File: src/rtl/seq_match_window_counter.sv
// Counts match pulses over back-to-back programmable windows, publishes each
// window's final count and latches an alarm when a window reaches threshold.
module seq_match_window_counter #(
    parameter int WIN_W = 8,
    parameter int CNT_W = 4
) (
    input  logic             clk,
    input  logic             rst,
    input  logic             match,
    input  logic             enable,
    input  logic             clear,
    input  logic [WIN_W-1:0] window_len,
    input  logic [CNT_W-1:0] threshold,
    output logic [CNT_W-1:0] count,
    output logic [CNT_W-1:0] last_count,
    output logic             window_done,
    output logic             alarm
);

    typedef enum logic [1:0] {
        IDLE = 2'd0,
        RUN  = 2'd1,
        HOLD = 2'd2
    } state_t;

    localparam logic [CNT_W-1:0] CNT_MAX = {CNT_W{1'b1}};

    state_t           state, state_n;
    logic [WIN_W-1:0] timer, timer_n;
    logic [WIN_W-1:0] len, len_n;
    logic [CNT_W-1:0] count_n, last_count_n;
    logic             window_done_n, alarm_n;

    logic [CNT_W-1:0] c_sat;
    logic [WIN_W-1:0] start_len;
    logic             last_cycle;

    // State register and registered outputs
    always_ff @(posedge clk or posedge rst) begin
        if (rst) begin
            state       <= IDLE;
            timer       <= {WIN_W{1'b0}};
            len         <= WIN_W'(1);
            count       <= {CNT_W{1'b0}};
            last_count  <= {CNT_W{1'b0}};
            window_done <= 1'b0;
            alarm       <= 1'b0;
        end else begin
            state       <= state_n;
            timer       <= timer_n;
            len         <= len_n;
            count       <= count_n;
            last_count  <= last_count_n;
            window_done <= window_done_n;
            alarm       <= alarm_n;
        end
    end

    // Next-state and next-output logic
    always_comb begin
        // c_sat includes a match landing on the window's last cycle
        c_sat         = (match && (count != CNT_MAX)) ? count + CNT_W'(1) : count;
        start_len     = (window_len == {WIN_W{1'b0}}) ? WIN_W'(1) : window_len;
        last_cycle    = (timer == len - WIN_W'(1));
        state_n       = state;
        timer_n       = timer;
        len_n         = len;
        count_n       = count;
        last_count_n  = last_count;
        window_done_n = 1'b0;
        alarm_n       = alarm;

        if (clear) begin
            state_n      = IDLE;
            timer_n      = {WIN_W{1'b0}};
            count_n      = {CNT_W{1'b0}};
            last_count_n = {CNT_W{1'b0}};
            alarm_n      = 1'b0;
        end else begin
            case (state)
                IDLE: begin
                    timer_n = {WIN_W{1'b0}};
                    count_n = {CNT_W{1'b0}};
                    if (enable) begin
                        state_n = RUN;
                        len_n   = start_len;
                    end else begin
                        state_n = IDLE;
                    end
                end
                RUN: begin
                    if (!enable) begin
                        state_n = IDLE;
                        timer_n = {WIN_W{1'b0}};
                        count_n = {CNT_W{1'b0}};
                    end else if (last_cycle) begin
                        last_count_n  = c_sat;
                        window_done_n = 1'b1;
                        if ((threshold != {CNT_W{1'b0}}) && (c_sat >= threshold)) begin
                            state_n = HOLD;
                            count_n = c_sat;
                            alarm_n = 1'b1;
                        end else begin
                            timer_n = {WIN_W{1'b0}};
                            count_n = {CNT_W{1'b0}};
                            len_n   = start_len;
                        end
                    end else begin
                        timer_n = timer + WIN_W'(1);
                        count_n = c_sat;
                    end
                end
                HOLD: begin
                    state_n = HOLD;
                end
                default: begin
                    state_n = IDLE;
                    timer_n = {WIN_W{1'b0}};
                    count_n = {CNT_W{1'b0}};
                end
            endcase
        end
    end

endmodule
File: config.mk
export PLATFORM = sky130hd
export DESIGN_NAME = seq_match_window_counter
export DESIGN_NICKNAME = d
export VERILOG_FILES = /design/src/rtl/seq_match_window_counter.sv
export SDC_FILE = /design/constraint.sdc
export NUM_CORES = 1
export LEC_CHECK = 0
export ABC_CLOCK_PERIOD_IN_PS = 3800
export CAP_MARGIN = 0
export CORE_ASPECT_RATIO = 1.1
export CORE_MARGIN = 10
export CORE_UTILIZATION = 25
export CTS_CLUSTER_SIZE = 40
export DETAILED_ROUTE_END_ITERATION = 8
export GPL_ROUTABILITY_DRIVEN = 0
export PLACE_DENSITY_LB_ADDON = 0.3
export SLEW_MARGIN = 0
export SYNTH_ARGS = -nofsm -noshare
export SYNTH_HDL_FRONTEND = slang
export SYNTH_SLANG_ARGS = --single-unit
File: constraint.sdc
create_clock -name clk -period 3.8 [get_ports clk]
set_clock_uncertainty 0.15 [all_clocks]
set_input_delay 0.76 -clock clk [delete_from_list [all_inputs] [get_ports clk]]
set_output_delay 0.76 -clock clk [all_outputs]
set_load 0.03 [all_outputs]
# Yosys cells after proc, flatten, opt, wreduce, memory -nomap -nowiden
# Cells that the tools add are included.
[totals]
output_inout_bits = 10
ram_bits = 0
rom_bits = 0
inputBits = 17
regBits = 28
mem_count = 0
latchBits = 0
[op_classes]
reduce_logical = 15
n_div = 0
mux = 36
shifts = 0
bitwise_logic = 1
add_sub_neg = 3
eq_ne = 12
magnitude_cmp = 1
n_mul = 0
[op_table]
columns = ["cell", "n"]
rows = [
  ["8-bit 2-to-1 mux", 9],
  ["4-bit 2-to-1 mux", 9],
  ["8-bit one-hot mux with 2 select lines", 2],
  ["4-bit != test, second input constant", 3],
  ["1-bit 2-to-1 mux", 10],
  ["2-bit != test, second input constant", 5],
  ["2-bit nonzero test", 5],
  ["8-bit by 1-bit adder with 8-bit output, second input constant", 1],
  ["8-bit == test", 1],
  ["8-bit zero test", 1],
  ["2-bit 2-to-1 mux", 4],
  ["4-bit one-hot mux with 2 select lines", 1],
  ["8-bit by 1-bit subtractor with 8-bit output, second input constant", 1],
  ["2-bit one-hot mux with 3 select lines", 1],
  ["6-bit AND reduction", 1],
  ["5-bit != test, second input constant", 1],
  ["4-bit by 1-bit adder with 4-bit output, second input constant", 1],
  ["4-bit greater-or-equal comparator", 1],
  ["2-bit AND reduction", 2],
  ["4-bit AND reduction", 1],
  ["4-bit nonzero test", 1],
  ["3-bit AND reduction", 1],
  ["2-bit by 1-bit == test with 1-bit output, second input constant", 1],
  ["2-bit == test, second input constant", 1],
  ["other kinds (3)", 4],
]

# Longest topological paths before layout
# Gate-level depths: netlist of run 1.
[depth]
word_depth = 10
mapped_depth = 13

# Least setup slack after synthesis of run 1
# OpenSTA, ideal clock, no wires.
[synth_path]
path_kind = "register -> register"
from = "reg count[0]"
to = "reg count[3]"
path_buffers = 1
required_ns = 3.567
synth_period_minus_slack_ns = 3.046
t_arrival_ns = 2.813
setup_slack_ns = 0.754
path_stages_with_launch = 13
setup_time_ns = 0.083
path_cell_list = "dfrtp_1 ha_1 nand3_1 nand2_1 mux2i_1 inv_1 ha_1 a21boi_0 o21ai_0 a211oi_1 clkbuf_1 o21ai_0 o21ai_0"
[synth_via]
elab_chain_cells = 10
elab_cells_between_ends = 11
cone_classes = "add/sub: 1; order compare: 1; eq/ne: 1; mux: 6; reduce/logical: 2"
[synth_rtl]
columns = ["item", "line", "text"]
rows = [
  ["from (decl)", "14", "output logic [CNT_W-1:0] count,"],
  ["from (signal assigned)", "44", "count <= {CNT_W{1'b0}};"],
  ["from (signal assigned)", "52", "count <= count_n;"],
  ["parallel branches: the longest is 2 deep, another holds 4-bit by 1-bit adder with 4-bit output", "-", ""],
  ["4-bit 2-to-1 mux (*)", "62", "c_sat = (match && (count != CNT_MAX)) ? count + CNT_W'(1) : count;"],
  ["4-bit greater-or-equal comparator", "99", "if ((threshold != {CNT_W{1'b0}}) && (c_sat >= threshold)) begin"],
  ["1-bit logical AND", "99", ""],
  ["4-bit 2-to-1 mux", "99", ""],
  ["4-bit 2-to-1 mux (*)", "96", "end else if (last_cycle) begin"],
  ["4-bit 2-to-1 mux (*)", "92", "if (!enable) begin"],
  ["4-bit one-hot mux with 2 select lines (*)", "80", "case (state)"],
  ["4-bit 2-to-1 mux (*)", "73", "if (clear) begin"],
]
# Mark *: on every way between the ends.
# A chain may end at the register's enable or synchronous reset.

# Worst setup path after layout of run 1
[layout_path]
from = "reg len[0]"
to = "reg len[1]"
[layout_via]
elab_chain_cells = 4
[layout_rtl]
columns = ["item", "line", "text"]
rows = [
  ["from (decl)", "30", "logic [WIN_W-1:0] len, len_n;"],
  ["from (signal assigned)", "51", "len <= len_n;"],
  ["8-bit by 1-bit subtractor with 8-bit output", "64", "last_cycle = (timer == len - WIN_W'(1));"],
  ["8-bit == test", "64", ""],
  ["2-bit != test (no line)", "-", ""],
  ["6-bit AND reduction (no line)", "-", ""],
]
# Every way passes these cells.

==> flow_summary.json, run 1 <==
{
  "leakagePower_nw": 1.03,
  "ctsRootBufferMaster": "clkbuf_8",
  "drive_gt1_share_pct": 9.52,
  "fp-row-count": 32,
  "worstSkewPairLatency_ns": 0.27,
  "htreeDepth": 1,
  "holdCritPathClass": "reg2reg",
  "rsz0062_at_grt": "false",
  "post_cts_resized": 0,
  "power.density_nw_per_um2": 308,
  "wl_per_cell_um": 15.4,
  "die_h_um": 110,
  "syn_avg_cell_area_sq_um": 8.98,
  "grt_max_degree": 29,
  "start_util_pct": 26.0,
  "fp.coreArea_sq_um": 7090,
  "yosysUniqueCellTypes": 49,
  "grt_usage_pct": 8.75,
  "ys_seq_area_share_pct": 38.1,
  "cts-buffers-inserted": 3,
  "clock_sinks": 28,
  "drv_slew": 0,
  "tightestPinTransition_ns": 0.468,
  "post-dp-hpwl_um": 3660,
  "area_growth_pct": 23.4,
  "timing.final.crit_period_ns": 3.27,
  "die_w_um": 102,
  "crit_type": "reg2reg",
  "cap_violations": 0,
  "first_global_vias": 1639,
  "cp.required_ns": 3.87,
  "dr.pass1.iters": 4,
  "clock.fmax_ghz": 0.306,
  "detail-route-antenna-nets": 0,
  "fin_setup_tns_ns": 0,
  "crit_arrival_ns": 3.34,
  "endpoint_kind": "register",
  "post_cts_buffers": 0,
  "vdd_drop_max_mv": 0.158,
  "syn_inst": 205,
  "synth_area_sq_um": 1840,
  "routed_via_density": 5.22,
  "syn-num-nets": 229,
  "io_buffers": 26,
  "yosysWarnings": 0,
  "synth_enable_flop_cells": 0,
  "drt_iter0_drc": 98,
  "drc": 0,
  "cts_buffer_depth": 2,
  "max-slew-margin-rel_pct": 68.6,
  "finalHoldViolCount": 0,
  "layout_common_cells": "dfrtp_1, clkdlybuf4s50_1, nand2_1, inv_1, and3_1",
  "crit_fanout": 8,
  "period_share_pct": 86.1,
  "postSynth.asyncResetShare_pct": 100,
  "path_clk_slew_ns": 0.09,
  "grt_pass1_wl_um": 8080,
  "grt_overflow": 0,
  "status": "finished, final reports clean",
  "whs_ns": 0.348,
  "ys.flop_type": "dfrtp_1",
  "cts-hold-fix-buffers": 0,
  "setup_viol": 0,
  "dp.cells": 312,
  "finalNonFillerCells": 316,
  "diodes": 0,
  "ys_ff_latch": 28,
  "final_common_cell": "dfrtp_1",
  "start_kind": "register",
  "num_vias": 1648,
  "finalWirelength_um": 4870,
  "io-pin-count": 27,
  "die-area_sq_um": 11200,
  "antenna_found_initial": 0,
  "finalNetCount": 256,
  "cts_tree": "built"
}
-- report_power, final --
part | total, mW | internal (mW) | switching [mW]
Combinational | 0.167 | 0.0840 | 0.0827
Sequential | 0.348 | 0.318 | 0.0297
Clock | 0.186 | 0.0928 | 0.0930
-- critical path: stages (launching register included) --
cell,delay (ns)
dfstp_2,0.41
inv_1,0.09
ha_1,0.19
or3b_1,0.39
or4_4,0.51
a2111oi_4,0.40
o211ai_2,0.21
buf_4,0.22
nor3_2,0.41
a221o_1,0.23
-- final timing paths --
path | start | slack (ns) | end | cells past startpoint
max | len[0]$_DFFE_PP1P_ | 0.53 | len[1]$_DFFE_PP0P_ | 9
min | last_count[1]$_DFFE_PP0P_ | 0.35 | last_count[1]$_DFFE_PP0P_ | 1
max reg2reg | len[0]$_DFFE_PP1P_ | 0.53 | len[1]$_DFFE_PP0P_ | 9
min reg2reg | last_count[1]$_DFFE_PP0P_ | 0.35 | last_count[1]$_DFFE_PP0P_ | 1
max in group asynchronous | rst | 2.49 | len[0]$_DFFE_PP1P_ | 3
min in group asynchronous | rst | 0.69 | last_count[3]$_DFFE_PP0P_ | 3
-- per-stage QoR --
stage               total power, mW  instance area [sq um]  utilization (%)  worst slack [ns]
finish                        0.700                   2270             32.1             0.527
detailed placement            0.521                   2220             31.3             0.336
floorplan                     0.467                   1840                -             0.754
global route                  0.743                   2270             32.1             0.336
CTS                           0.709                   2270             32.1             0.514
global placement              0.519                   2220             31.3             0.373
-- logic make-up (layout without fill, tap and decap cells) --
kind of cell,after synthesis,after routing,share of synthesized area (%)
AO/OA/AOI/OAI,43,43,19.6
XOR/XNOR,7,7,3.33
adder cells (fa/ha/maj),7,7,4.76
buffers and inverters,26,52,5.37
flip-flops,28,28,38.1
multiplexers,3,3,1.70
AND/OR/NAND/NOR,91,91,27.1
-- sequential cells by signal, summed over array words and instances (netlist names) --
register,count
window_done,1
alarm,1
last_count,4
len,8
timer,8
state,2
count,4
-- cells in the mapped netlist (all sizes together) (2+ instances only) --
cell type,count,share of area [%]
nor3,11,3.3
nand2,19,3.9
inv,15,3.1
a221o,7,3.8
clkbuf,8,1.6
o211ai,2,1.1
o21ai,11,3.0
nor2,10,2.0
nand3,11,3.0
mux2i,2,1.1
and3,13,4.4
nor3b,2,0.81
or4,2,1.0
nor4,3,1.0
or2,2,0.68
nand2b,2,0.68
ha,7,4.8
or3b,3,1.4
o221ai,2,0.95
o2bb2ai,4,1.9
dfrtp,27,37
nand4,7,2.4
and2,2,0.68
a32o,3,1.6
xnor2,7,3.3
a21o,3,1.2
buf,3,0.68
-- cell type report --
class / instances / area [sq um]
fill: 707 / 4810
inverter: 15 / 56.3
sequential: 28 / 702
tap: 85 / 106
multi-input combinational: 151 / 1040
clock buffer: 4 / 55.1
timing repair buffer: 33 / 313
-- metal layers --
layer	vias up	part of all wire, %	global-route usage [%]
li1	809	-	-
met1	807	46	11.2
met2	30	48	14.7
met3	2	5.0	2.55
met4	0	0.35	0.907
met5	-	0	0
No activity file was read; power rests on OpenSTA's default activity.
==> run 2, diff against run 1 <==
--- a/config.mk
+++ b/config.mk
@@ -14,7 +14,7 @@
 export DETAILED_ROUTE_END_ITERATION = 8
 export GPL_ROUTABILITY_DRIVEN = 0
 export PLACE_DENSITY_LB_ADDON = 0.3
-export SLEW_MARGIN = 0
+export SLEW_MARGIN = 20
 export SYNTH_ARGS = -nofsm -noshare
 export SYNTH_HDL_FRONTEND = slang
 export SYNTH_SLANG_ARGS = --single-unit
==> results of run 2 <==
Same layout as run 1: the final DEF is identical, and so are final timing and power.
==> run 3, diff against run 2 <==
--- a/config.mk
+++ b/config.mk
@@ -14,7 +14,7 @@
 export DETAILED_ROUTE_END_ITERATION = 8
 export GPL_ROUTABILITY_DRIVEN = 0
 export PLACE_DENSITY_LB_ADDON = 0.3
-export SLEW_MARGIN = 20
+export SLEW_MARGIN = 10
 export SYNTH_ARGS = -nofsm -noshare
 export SYNTH_HDL_FRONTEND = slang
 export SYNTH_SLANG_ARGS = --single-unit
==> results of run 3 <==
Same layout as run 1: the final DEF is identical, and so are final timing and power.
